## config.mk

```make
export PLATFORM = sky130hd
export DESIGN_NAME = zuma_lut_cfg_loader_flat
export DESIGN_NICKNAME = d
export VERILOG_FILES = /design/src/rtl/zuma_lut_cfg_loader_pkg.sv /design/src/rtl/zuma_lut_cfg_loader_if.sv /design/src/rtl/zuma_lut_cfg_loader_addr_counter.sv /design/src/rtl/zuma_lut_cfg_loader.sv /design/src/flat_wrapper.sv
export SDC_FILE = /design/constraint.sdc
export NUM_CORES = 1
export LEC_CHECK = 0
export CAP_MARGIN = 20
export CELL_PAD_IN_SITES_DETAIL_PLACEMENT = 0
export CELL_PAD_IN_SITES_GLOBAL_PLACEMENT = 1
export CORE_ASPECT_RATIO = 0.75
export CORE_UTILIZATION = 30
export CTS_BUF_LIST = sky130_fd_sc_hd__clkbuf_8 sky130_fd_sc_hd__clkbuf_16
export CTS_CLUSTER_DIAMETER = 80
export DETAILED_ROUTE_END_ITERATION = 10
export PLACE_DENSITY = 0.69
export SLEW_MARGIN = 25
export SYNTH_ARGS = -nofsm -noshare
export SYNTH_HDL_FRONTEND = slang
export SYNTH_HIERARCHICAL = 1
export SYNTH_SLANG_ARGS = --single-unit
```

## constraint.sdc

```tcl
create_clock -name clk -period 2.7 [get_ports clk]
set_clock_uncertainty 0.15 [all_clocks]
set_input_delay 0.675 -clock clk [delete_from_list [all_inputs] [get_ports clk]]
set_output_delay 0.675 -clock clk [all_outputs]
set_load 0.01 [all_outputs]
```

## src/rtl/zuma_lut_cfg_loader_pkg.sv

```systemverilog
// Shared types and default sizing for the LUT configuration loader.
// The checksum feature is controlled by the ZUMA_CFG_CHECKSUM_EN macro.
package zuma_cfg_pkg;

  typedef enum logic [1:0] {
    ST_IDLE  = 2'd0,
    ST_LOAD  = 2'd1,
    ST_CHECK = 2'd2,
    ST_DONE  = 2'd3
  } cfg_state_e;

  localparam int ZUMA_LUT_K      = 6;
  localparam int ZUMA_CFG_GROUPS = 4;
  localparam int ZUMA_NUM_LUTS   = 8;

  // Group counter width; keeps at least one bit for a single-group build.
  function automatic int grp_w(input int groups);
    return (groups > 1) ? $clog2(groups) : 1;
  endfunction

endpackage

```

## src/rtl/zuma_lut_cfg_loader_if.sv

```systemverilog
// Configuration stream and LUTRAM write bus between a config source and the loader.
interface zuma_lut_cfg_loader_if #(
  parameter int LUT_K      = zuma_cfg_pkg::ZUMA_LUT_K,
  parameter int NUM_LUTS   = zuma_cfg_pkg::ZUMA_NUM_LUTS,
  parameter int NUM_GROUPS = zuma_cfg_pkg::ZUMA_CFG_GROUPS
);
  logic                  cfg_start;
  logic [NUM_LUTS-1:0]   cfg_data;
  logic                  cfg_valid;
  logic                  cfg_ready;
  logic [LUT_K-1:0]      lut_a;
  logic [NUM_LUTS-1:0]   lut_d;
  logic [NUM_GROUPS-1:0] lut_we;
  logic                  busy;
  logic                  done;
  logic                  cfg_error;

  modport master (
    output cfg_start, cfg_data, cfg_valid,
    input  cfg_ready, lut_a, lut_d, lut_we, busy, done, cfg_error
  );

  modport slave (
    input  cfg_start, cfg_data, cfg_valid,
    output cfg_ready, lut_a, lut_d, lut_we, busy, done, cfg_error
  );
endinterface

```

## src/rtl/zuma_lut_cfg_loader_addr_counter.sv

```systemverilog
// Group/address walk counter for the loader; addr wraps into the next group.
module zuma_cfg_addr_counter
  import zuma_cfg_pkg::*;
#(
  parameter int LUT_K      = ZUMA_LUT_K,
  parameter int NUM_GROUPS = ZUMA_CFG_GROUPS,
  localparam int GW        = grp_w(NUM_GROUPS)
) (
  input  logic             clk,
  input  logic             reset,
  input  logic             clr_i,
  input  logic             inc_i,
  output logic [GW-1:0]    grp_o,
  output logic [LUT_K-1:0] addr_o,
  output logic             last_o
);

  logic [GW-1:0]    grp_q;
  logic [LUT_K-1:0] addr_q;
  logic             addr_max;

  assign addr_max = &addr_q;
  assign last_o   = addr_max && (grp_q == GW'(NUM_GROUPS - 1));
  assign grp_o    = grp_q;
  assign addr_o   = addr_q;

  always_ff @(posedge clk or posedge reset) begin
    if (reset) begin
      grp_q  <= '0;
      addr_q <= '0;
    end else if (clr_i) begin
      grp_q  <= '0;
      addr_q <= '0;
    end else if (inc_i) begin
      addr_q <= addr_q + 1'b1;
      if (addr_max) grp_q <= last_o ? '0 : grp_q + 1'b1;
    end
  end

endmodule

```

## src/rtl/zuma_lut_cfg_loader.sv

```systemverilog
// Streams config words into LUTRAM writes, one group/address per accepted word.
// Optional trailing checksum word when ZUMA_CFG_CHECKSUM_EN is defined.
//
// state    | meaning
// ST_IDLE  | waiting for cfg_start, not ready
// ST_LOAD  | accepting data words, one LUTRAM write each
// ST_CHECK | accepting the checksum word (checksum build only)
// ST_DONE  | sequence finished; done asserts and holds
module zuma_lut_cfg_loader
  import zuma_cfg_pkg::*;
#(
  parameter int LUT_K      = ZUMA_LUT_K,
  parameter int NUM_LUTS   = ZUMA_NUM_LUTS,
  parameter int NUM_GROUPS = ZUMA_CFG_GROUPS
) (
  input logic                  clk,
  input logic                  reset,
  zuma_lut_cfg_loader_if.slave bus
);

  localparam int GW = grp_w(NUM_GROUPS);

  cfg_state_e            state_q;
  logic                  cfg_ready_q;
  logic                  busy_q;
  logic                  done_q;
  logic [LUT_K-1:0]      lut_a_q;
  logic [NUM_LUTS-1:0]   lut_d_q;
  logic [NUM_GROUPS-1:0] lut_we_q;

  logic [GW-1:0]         grp;
  logic [LUT_K-1:0]      addr;
  logic                  last;
  logic                  start_seq;
  logic                  wr_acc;
  logic [NUM_GROUPS-1:0] we_onehot;

  assign start_seq = bus.cfg_start && ((state_q == ST_IDLE) || (state_q == ST_DONE));
  assign wr_acc    = bus.cfg_valid && cfg_ready_q && (state_q == ST_LOAD);
  assign we_onehot = NUM_GROUPS'(1) << grp;

  zuma_cfg_addr_counter #(
    .LUT_K      (LUT_K),
    .NUM_GROUPS (NUM_GROUPS)
  ) u_addr_counter (
    .clk    (clk),
    .reset  (reset),
    .clr_i  (start_seq),
    .inc_i  (wr_acc),
    .grp_o  (grp),
    .addr_o (addr),
    .last_o (last)
  );

`ifdef ZUMA_CFG_CHECKSUM_EN
  logic [NUM_LUTS-1:0] csum_q;
  logic                err_q;
  assign bus.cfg_error = err_q;
`else
  assign bus.cfg_error = 1'b0;
`endif

  always_ff @(posedge clk or posedge reset) begin
    if (reset) begin
      state_q     <= ST_IDLE;
      cfg_ready_q <= 1'b0;
      busy_q      <= 1'b0;
      done_q      <= 1'b0;
      lut_a_q     <= '0;
      lut_d_q     <= '0;
      lut_we_q    <= '0;
`ifdef ZUMA_CFG_CHECKSUM_EN
      csum_q      <= '0;
      err_q       <= 1'b0;
`endif
    end else begin
      lut_we_q <= '0;
      case (state_q)
        ST_IDLE, ST_DONE: begin
          // done lands one cycle after the final strobe cycle
          if (state_q == ST_DONE) done_q <= 1'b1;
          if (bus.cfg_start) begin
            state_q     <= ST_LOAD;
            cfg_ready_q <= 1'b1;
            busy_q      <= 1'b1;
            done_q      <= 1'b0;
`ifdef ZUMA_CFG_CHECKSUM_EN
            csum_q      <= '0;
            err_q       <= 1'b0;
`endif
          end
        end
        ST_LOAD: begin
          if (wr_acc) begin
            lut_a_q  <= addr;
            lut_d_q  <= bus.cfg_data;
            lut_we_q <= we_onehot;
`ifdef ZUMA_CFG_CHECKSUM_EN
            csum_q   <= csum_q ^ bus.cfg_data;
            if (last) state_q <= ST_CHECK;
`else
            if (last) begin
              state_q     <= ST_DONE;
              cfg_ready_q <= 1'b0;
              busy_q      <= 1'b0;
            end
`endif
          end
        end
        ST_CHECK: begin
`ifdef ZUMA_CFG_CHECKSUM_EN
          if (bus.cfg_valid) begin
            err_q       <= (bus.cfg_data != csum_q);
            state_q     <= ST_DONE;
            cfg_ready_q <= 1'b0;
            busy_q      <= 1'b0;
          end
`else
          state_q <= ST_IDLE;
`endif
        end
        default: state_q <= ST_IDLE;
      endcase
    end
  end

  assign bus.cfg_ready = cfg_ready_q;
  assign bus.busy      = busy_q;
  assign bus.done      = done_q;
  assign bus.lut_a     = lut_a_q;
  assign bus.lut_d     = lut_d_q;
  assign bus.lut_we    = lut_we_q;

endmodule

```

## src/flat_wrapper.sv

```systemverilog
// flat-port wrapper written by rule: the top's interface ports become plain ports
module zuma_lut_cfg_loader_flat import zuma_cfg_pkg::*;
#(
  parameter int LUT_K      = ZUMA_LUT_K,
  parameter int NUM_LUTS   = ZUMA_NUM_LUTS,
  parameter int NUM_GROUPS = ZUMA_CFG_GROUPS
)
  (clk, reset, bus_cfg_start, bus_cfg_data, bus_cfg_valid, bus_cfg_ready, bus_lut_a, bus_lut_d, bus_lut_we, bus_busy, bus_done, bus_cfg_error);
  zuma_lut_cfg_loader_if #(.LUT_K(LUT_K), .NUM_LUTS(NUM_LUTS), .NUM_GROUPS(NUM_GROUPS)) bus_i ();
  input logic clk;
  input logic reset;
  input wire logic [$bits(bus_i.cfg_start)-1:0] bus_cfg_start;
  input wire logic [$bits(bus_i.cfg_data)-1:0] bus_cfg_data;
  input wire logic [$bits(bus_i.cfg_valid)-1:0] bus_cfg_valid;
  output wire logic [$bits(bus_i.cfg_ready)-1:0] bus_cfg_ready;
  output wire logic [$bits(bus_i.lut_a)-1:0] bus_lut_a;
  output wire logic [$bits(bus_i.lut_d)-1:0] bus_lut_d;
  output wire logic [$bits(bus_i.lut_we)-1:0] bus_lut_we;
  output wire logic [$bits(bus_i.busy)-1:0] bus_busy;
  output wire logic [$bits(bus_i.done)-1:0] bus_done;
  output wire logic [$bits(bus_i.cfg_error)-1:0] bus_cfg_error;
  assign bus_i.cfg_start = bus_cfg_start;
  assign bus_i.cfg_data = bus_cfg_data;
  assign bus_i.cfg_valid = bus_cfg_valid;
  assign bus_cfg_ready = bus_i.cfg_ready;
  assign bus_lut_a = bus_i.lut_a;
  assign bus_lut_d = bus_i.lut_d;
  assign bus_lut_we = bus_i.lut_we;
  assign bus_busy = bus_i.busy;
  assign bus_done = bus_i.done;
  assign bus_cfg_error = bus_i.cfg_error;
  zuma_lut_cfg_loader #(.LUT_K(LUT_K), .NUM_LUTS(NUM_LUTS), .NUM_GROUPS(NUM_GROUPS)) u_core (.clk(clk), .reset(reset), .bus(bus_i));
endmodule
```

==> results.py <==
metrics = {
    "status": {
        "outcome": "finished, final reports clean",
    },
    "logic_synthesis": {
        "ys_types": 33,
        "netlist.top_cell.by_area": "dfrtp_1",
        "yosys.area.top_type_share": 0.549,
        "synth_top_cells_by_count": "30 x dfrtp_1, 8 x mux2_4, 7 x inv_1, 7 x nor2_1",
        "netlist_area_um2": 1370,
        "ys_seq_elements": 30,
        "ys_seq_area_frac": 0.549,
        "yosysWarnings": 6,
        "async_reset_ff_frac": 1.00,
        "netlist_top_cells_area": "dfrtp_1 55%, mux2_4 8.8%, ha_1 5.5%, mux2_2 4.9%, mux2i_1 2.9%",
        "synth-edff-count": 0,
        "synthCells": 108,
        "synthesis.nets": 126,
        "synth_most_common_cell": "dfrtp_1",
        "synth_area_per_cell_um2": 12.7,
        "ys.flop_type": "dfrtp_1",
    },
    "finish": {
        "num-nets-final": 162,
        "drive_gt1_frac": 0.194,
        "nFillCells": 401,
        "synthToLayoutAreaGrowth_pct": 32.6,
        "final_area_um2": 1810,
        "num_antenna_cells": 0,
    },
    "floorplan": {
        "die_height_um": 60.4,
        "die-area_um2": 4830,
        "rows": 20,
        "die_x_um": 79.9,
        "start_util": 0.325,
        "io_pins": 34,
        "core_area_um2": 4200,
    },
    "clock_tree": {
        "cts_root_buf": "clkbuf_8",
        "clk_pin_slew_worst_paths_ns": 0.06,
        "clkLatencyLatePin_ns": 0.27,
        "cts_tree": "done",
        "cts.sinks": 30,
        "clock_path_buffers": 2,
        "cts_max_level": 2,
        "cts_hold_buf": 0,
        "cts_setup_buffers": 0,
        "cts_buffers": 5,
        "cts.repair.resized": 0,
    },
    "power_and_ir_drop": {
        "vdd_drop_max_v": 0.000336,
        "power_leakage_nw": 0.834,
        "power_density_nw_per_um2": 882,
    },
    "critical_path": {
        "critical_path_arrival_ns": 2.25,
        "start_kind": "primary input",
        "crit_path_max_fanout": 8,
        "path_class": "primary input to flip-flop",
        "cp_data_required_time_ns": 2.75,
        "regToRegSetupSlack_ns": 0.70,
        "end_kind": "flip-flop",
    },
    "sta": {
        "slew_viol_final": 0,
        "rsz0062_at_grt": "false",
        "finalHoldViolations": 0,
        "fin_crit_ns": 2.21,
        "timing.fmax_mhz": 453,
        "slew_headroom": 0.649,
        "period_share": 0.817,
        "setup_violations": 0,
        "fin_setup_tns_ns": 0,
        "tightest_slew_ns": 0.526,
    },
    "place": {
        "place_area_um2": 1730,
        "dp_hpwl_mm": 1.87,
        "io_buffers": 32,
        "place_congestion": 0.719,
    },
    "route": {
        "drc_errors": 0,
        "vias_per_cell": 4.50,
        "dr_total_vias": 896,
        "ant_nets": 0,
        "wire_per_inst_um": 12.4,
        "drt_pass1_iterations": 4,
        "drt_wl_total_mm": 2.47,
        "drt-initial-drc-count": 23,
    },
    "global_routing": {
        "globalRoute.totalOverflow": 0,
        "antenna_found_initial": 0,
        "grt_max_degree": 23,
        "grt_pass1_wl_mm": 4.26,
        "grt_use_total": 0.122,
        "grt_pass1_vias": 948,
    },
    "flow_run": {
        "max-cap-violations": 0,
    },
    "hold_path": {
        "hp-class": "flip-flop to flip-flop",
    },
}
[final cells by class]
cell class,count,area (um^2),share of cell area
well taps,55,68.8,0.0380
multi-input cells,64,543,0.300
clock buffers,5,68.8,0.0380
flip-flops and latches,30,751,0.414
clock inverters,2,10.0,0.00552
repair buffers,34,335,0.185
inverters,9,35.0,0.0193
[state kept, by name, indices dropped and copies added, names as in the netlist]
register                      cells
u_core/bus.lut_d                  8
u_core/state_q                    2
u_core/bus.lut_we                 4
u_core/u_addr_counter/addr_o      6
u_core/bus.lut_a                  6
u_core/u_addr_counter/grp_o       2
u_core/bus.done                   1
u_core/bus.busy                   1
[worst paths after layout]
path                                             endpoint               from  depth (start not counted)
setup / recovery           u_core/u_addr_counter/grp_o[0]      bus_cfg_valid                          6
hold / removal                            u_core/bus.done    u_core/bus.done                          2
setup reg to reg           u_core/u_addr_counter/grp_o[0]  u_core/state_q[1]                          7
hold reg to reg                           u_core/bus.done    u_core/bus.done                          2
max in group asynchronous             u_core/bus.lut_a[3]              reset                          3
min in group asynchronous  u_core/u_addr_counter/grp_o[0]              reset                          2
[cell families after synthesis]
group                      after synthesis  synth area share
DFF                                     30             0.549
and+or+nand+nor                         24            0.0980
muxes                                   18             0.167
buffers and inverters                   14            0.0531
AOI/OAI and AO/OA                       11            0.0494
adders and majority gates                6            0.0549
xor gates and xnor gates                 4            0.0256
other                                    1           0.00274
[metal layers]
layer / wire length, um / vias up / part of all wire / GRT usage
met1: 1290 / 422 / 0.52 / 0.158
li1: - / 439 / - / -
met3: 173 / 3 / 0.070 / 0.0391
met5: 0 / - / 0 / 0
met2: 983 / 32 / 0.40 / 0.181
met4: 25 / 0 / 0.010 / 0.0765
[layout by cell type (no fill, tap or decap), types with 4 or more instances in the layout]
cell type,n
clkbuf_8,5
dfrtp_1,30
a21oi_1,5
inv_1,7
mux2_2,6
ha_1,6
mux2_4,8
nor2_1,7
clkdlybuf4s50_1,32
mux2i_1,4
[critical path: stages]
cell and delay (ns):
clkdlybuf4s50_1 0.52, nand3_1 0.17, inv_2 0.17, nand2_2 0.11, or4_1 0.47, a21oi_1 0.14
[power breakdown]
part / switching [mW] / internal, mW
Clock: 0.147 / 0.172
Combinational: 0.257 / 0.376
Sequential: 0.0782 / 0.568
[per-stage QoR]
stage               power, mW  utilization  setup WS [ns]  std cells  hold WS, ns
global route             1.72        0.431          0.418        199        0.370
global placement         1.28        0.412          0.272        192        0.329
floorplan                1.03            -          0.553        108        0.323
finish                   1.60        0.431          0.493        199        0.354
detailed placement       1.29        0.412          0.221        192        0.347
CTS                      1.62        0.431          0.505        199        0.361
(Power assumes the default switching activity.)
